==> src/rtl/product_accumulator.sv <==
// Accumulates `count` unsigned products per sum, then shifts, saturates and strobes the result.
// Define PRODUCT_ACCUMULATOR_ROUND_EN for round-half-up before the shift (default: truncate).
module product_accumulator #(
  parameter int P_WIDTH     = 64,
  parameter int GUARD_BITS  = 8,
  parameter int OUT_WIDTH   = 32,
  parameter int SHIFT       = 32,
  parameter int COUNT_WIDTH = 16
) (
  input  logic                   clk,
  input  logic                   rst_n,
  input  logic [COUNT_WIDTH-1:0] count,
  input  logic                   clr,
  input  logic [P_WIDTH-1:0]     p,
  input  logic                   p_valid,
  output logic [OUT_WIDTH-1:0]   sum,
  output logic                   sum_valid,
  output logic                   sat
);

  localparam int AW = P_WIDTH + GUARD_BITS;

  // Handshake: p is consumed on every rising edge where p_valid is high (no back-pressure);
  // sum/sat are meaningful on the single cycle where sum_valid is high and hold otherwise.

  typedef enum logic {S_IDLE, S_ACCUM} state_t;

  state_t                 state;
  logic [AW-1:0]          acc;
  logic [COUNT_WIDTH-1:0] rem;
  logic                   acc_ovf;
  logic                   done;

  logic                   s1_valid;
  logic [OUT_WIDTH-1:0]   s1_sum;
  logic                   s1_sat;

  logic [COUNT_WIDTH-1:0] n_first;
  logic [AW:0]            acc_sum;
  logic                   carry;

  assign n_first = (count == '0) ? COUNT_WIDTH'(1) : count;
  assign acc_sum = {1'b0, acc} + (AW+1)'(p);
  assign carry   = acc_sum[AW];

  always_ff @(posedge clk or negedge rst_n) begin
    if (!rst_n) begin
      state   <= S_IDLE;
      acc     <= '0;
      rem     <= '0;
      acc_ovf <= 1'b0;
      done    <= 1'b0;
    end else begin
      done <= 1'b0;
      if (clr) begin
        state   <= S_IDLE;
        acc     <= '0;
        rem     <= '0;
        acc_ovf <= 1'b0;
      end else if (p_valid) begin
        case (state)
          S_IDLE: begin
            acc     <= AW'(p);
            acc_ovf <= 1'b0;
            rem     <= n_first - COUNT_WIDTH'(1);
            if (n_first == COUNT_WIDTH'(1)) done <= 1'b1;
            else                            state <= S_ACCUM;
          end
          S_ACCUM: begin
            // Once saturated the accumulator is pinned at all-ones for the rest of the sum.
            if (acc_ovf || carry) begin
              acc     <= '1;
              acc_ovf <= 1'b1;
            end else begin
              acc <= acc_sum[AW-1:0];
            end
            rem <= rem - COUNT_WIDTH'(1);
            if (rem == COUNT_WIDTH'(1)) begin
              done  <= 1'b1;
              state <= S_IDLE;
            end
          end
          default: state <= S_IDLE;
        endcase
      end
    end
  end

  logic [AW-1:0] acc_r;
`ifdef PRODUCT_ACCUMULATOR_ROUND_EN
  localparam logic [AW:0] RND_INC =
    (SHIFT > 0) ? ((AW+1)'(1) << ((SHIFT > 0) ? SHIFT - 1 : 0)) : '0;
  logic [AW:0] rnd_sum;
  assign rnd_sum = {1'b0, acc} + RND_INC;
  assign acc_r   = rnd_sum[AW] ? '1 : rnd_sum[AW-1:0];
`else
  assign acc_r = acc;
`endif

  logic [AW-1:0]        s_shift;
  logic                 out_ovf;
  logic [OUT_WIDTH-1:0] s_out;

  assign s_shift = acc_r >> SHIFT;
  assign out_ovf = |(s_shift >> OUT_WIDTH);
  assign s_out   = out_ovf ? '1 : OUT_WIDTH'(s_shift);

  // Two-stage output pipeline reads acc before a back-to-back sum overwrites it.
  always_ff @(posedge clk or negedge rst_n) begin
    if (!rst_n) begin
      s1_valid  <= 1'b0;
      s1_sum    <= '0;
      s1_sat    <= 1'b0;
      sum       <= '0;
      sum_valid <= 1'b0;
      sat       <= 1'b0;
    end else begin
      s1_valid  <= done;
      sum_valid <= s1_valid;
      if (done) begin
        s1_sum <= s_out;
        s1_sat <= acc_ovf | out_ovf;
      end
      if (s1_valid) begin
        sum <= s1_sum;
        sat <= s1_sat;
      end
    end
  end

endmodule

==> config.mk <==
export PLATFORM = sky130hd
export DESIGN_NAME = product_accumulator
export DESIGN_NICKNAME = d
export VERILOG_FILES = /design/src/rtl/product_accumulator.sv
export SDC_FILE = /design/constraint.sdc
export NUM_CORES = 1
export LEC_CHECK = 0
export BUFFER_PORTS_ARGS = -buffer_cell sky130_fd_sc_hd__buf_2
export CORE_UTILIZATION = 36
export DETAILED_ROUTE_END_ITERATION = 12
export HOLD_SLACK_MARGIN = 0.06
export PLACE_DENSITY = 0.52
export SLEW_MARGIN = 30
export SYNTH_ARGS = -nofsm -noshare
export SYNTH_HDL_FRONTEND = slang
export SYNTH_SLANG_ARGS = --single-unit
==> constraint.sdc <==
create_clock -name clk -period 3.6 [get_ports clk]
set_input_delay 0.72 -clock clk [delete_from_list [all_inputs] [get_ports clk]]
set_output_delay 0.72 -clock clk [all_outputs]
set_load 0.05 [all_outputs]
==> results.ini <==
[outcome]
status=completed

[yosys]
ys_seq_elements=159
ys_warn_count=0
async_reset_ff_share_pct=100
syn_area_sq_um=11200
yosysSeqAreaShare_pct=35.6
syn_inst=1279
ys_types=75
synth_nets=1432
avgSynthCellArea_sq_um=8.74
synthFlopType=dfrtp_1
synth_enable_flop_cells=0

[routing]
ant_nets=0
wl_per_cell_microns=18.1
drc=0
routed_wl_microns=33800
first_pass_iters=5
vias=10474
viasPerCell=5.61
drt_iter0_markers=573

[layout]
drive_gt1_share_pct=22.8
nNetsFinal=1612
final_util_pct=44.1
synthToLayoutAreaGrowth_pct=20.7
antennaDiodeCount=0

[sta]
finalCritPeriodShare_pct=93.4
period_minus_slack_ns=3.36
setup_tns_ns=0
final_max_slew_viol_count=0
clock_skew_ns=0.0116
setup_viol=0
slew_headroom_pct=49.0
worst_pin_slew_ns=0.754
hold_violations=0
max_freq_mhz=297
rsz0062_at_grt=false
final.setup.worst_slack_ns=0.237

[worst_setup_path]
path_max_fanout=3
critPathTopFamily=compound AO/OA/AOI/OAI gates
r2r_cells=12
cpPeakStageDelay_ns=0.40
worstSetupEndpoint=acc[42]
path_class=in -> reg
worst-path-buf-inv=3
endpoint_kind=register
startpoint_type=input port
cpMostUsedCell=buf_4
cpMaxStageDelayCell=fa_1
cp-startpoint=p[0]
worstPathCellList=buf_2 > ha_1 > fa_1 > a21o_1 > a311o_1 > a22oi_1 > buf_4 > a211oi_4 > buf_4 > nor3_1 > nor2_1 > a31o_2 > xor2_1 > o221ai_1 > nand2_1
worstPathArrival_ns=3.69
timing.rr.start=acc[32]
r2r_slack_ns=0.24
rr_endpoint=acc[70]
critical_path_required_ns=3.92
worstSetupPathDepth=15

[floorplanning]
rows=64
core-area_sq_um=30600
dieHeight_microns=178
start_util_pct=36.5
io_pins=118
die_area_sq_um=31800
die_width_microns=178

[placed_design]
io_buffers=117
gp_congestion=0.912
place_worst_setup_slack_ns=-0.234
hpwlAfterDp_microns=25600

[cts]
clock_sinks=159
post_cts_buffers=0
cts_tree=yes
cts_root_buffer=clkbuf_16
cts.htree.levels=4
clk_pin_slew_ns=0.07
clock_latency_ns=0.44
cts-resized-gates=0
clk_path_buf_depth=2
numCtsBuffers=17
cts_hold_buf=0

[global_routing]
track_usage_pct=22.3
grt_pass1_wl_microns=55300
grt_pass1_vias=10100
grt_max_degree=70
antenna_found_initial=0
overflow=0

[pwr]
p_leak_nw=6.45
p_per_area_nw_per_um2=402
irDropWorstVdd_v=0.000295
finalPower_w=0.00542

[run]
cap_violations=0

[hold_path]
hp-class=in -> async

## power by group
part	leakage [nW]	internal (W)	switching [W]	total (W)
sequential	2.15	0.00190	0.000109	0.00201
clock	0.291	0.00105	0.000830	0.00188
combinational	4.01	0.000654	0.000875	0.00153
## routing by layer
metal | share of wire (%) | vias up | global-route usage [%]
met1 | 48 | 5051 | 31.0
li1 | - | 5128 | -
met3 | 4.8 | 35 | 4.01
met4 | 1.5 | 0 | 6.14
met2 | 46 | 260 | 35.2
met5 | 0 | - | 0
## placed cells by master, fill, tap and decap left out, types with 6 or more instances in the layout
cell and instances:
clkbuf_16 17, o31ai_1 8, xor2_1 24, buf_2 116, o21ai_0 82, and3_1 13, a21o_1 29, or3_1 8
o22a_1 33, o221ai_1 46, nand3_1 17, a31oi_1 14, nor2b_1 8, a21oi_1 115, nand4_1 22, inv_1 29
o21ai_1 7, a22oi_1 7, nor3_1 22, nor4_1 9, mux2_2 33, nand2b_1 15, buf_4 116, dfrtp_1 157
and2_1 6, a211oi_1 19, o21bai_1 14, ha_1 68, o211ai_1 7, nand2_1 174, nor2_1 84, o221ai_2 9
xnor2_1 47, a21boi_0 6
## logic make-up after synthesis
logic type,count (synthesis),synth area share (%)
fa+ha+maj,69,7.79
xor+xnor,71,5.56
compound gates,439,27.0
simple gates,401,16.6
buf+inv,103,3.82
mux,37,3.68
flops,159,35.6
## synth_stat cells (all sizes together), types with 8 or more instances
cell | instances | area share [%]
nand2 | 176 | 6.0
dfrtp | 159 | 36
a21oi | 116 | 5.2
o21ai | 90 | 4.1
nor2 | 86 | 3.0
ha | 68 | 7.6
clkbuf | 63 | 2.1
o221ai | 55 | 4.8
xnor2 | 47 | 3.7
mux2 | 33 | 3.3
o22a | 33 | 2.6
a21o | 29 | 1.9
inv | 29 | 0.97
xor2 | 24 | 1.9
nand4 | 22 | 1.2
nor3 | 22 | 0.99
a211oi | 21 | 1.5
nand3 | 17 | 0.76
nand2b | 16 | 0.90
a31oi | 14 | 0.78
o21bai | 14 | 0.94
and3 | 13 | 0.73
buf | 11 | 0.73
nor2b | 9 | 0.50
nor4 | 9 | 0.50
o31ai | 9 | 0.65
or3 | 9 | 0.55
o211ai | 8 | 0.58
## worst reg2reg max path, cell delays in order (launching register included)
cell and delay, ns:
dfrtp_1 0.45, ha_1 0.33, nand2_1 0.10, or3_4 0.39, or4_4 0.53, a211oi_4 0.24, o211ai_2 0.14, buf_4 0.17
a41oi_1 0.27, and3_1 0.28, a21oi_1 0.08, o21ai_0 0.16, o21ai_0 0.09
## stage by stage
stage | std cells | hold WS [ns] | instance area (sq um)
2_1_floorplan | 1279 | 0.352 | 11200
3_3_place_gp | 1836 | 0.464 | 12900
3_5_place_dp | 1836 | 0.471 | 12900
4_1_cts | 1868 | 0.334 | 13500
5_1_grt | 1868 | 0.350 | 13500
6_report | 1868 | 0.310 | 13500
## worst min path at each step
| stage | startpoint | to | slack [ns] |
|---|---|---|---|
| final | rst_n | sum[30] | 0.31 |
| after global routing | rst_n | sum[28] | 0.35 |
| after CTS | rst_n | sum[30] | 0.33 |
| after detailed placement | acc[17] | acc[17] | 0.47 |
| after global placement | acc[17] | acc[17] | 0.46 |
| after floorplan | done | s1_valid | 0.35 |
## registers in the layout, indices dropped and copies added, names as in the netlist
register	count
s1_sat	1
s1_sum	32
sat	1
acc_ovf	1
s1_valid	1
state	1
rem	16
sum_valid	1
done	1
acc	72
sum	32
## final cells by class
class	count	area (sq um)
fillers	3091	17100
multi-input cells	1017	6800
flip-flops and latches	159	3980
repair buffers	235	1500
well taps	396	495
clock buffers	18	429
clock inverters	14	174
inverters	29	109
(Power assumes the default switching activity.)
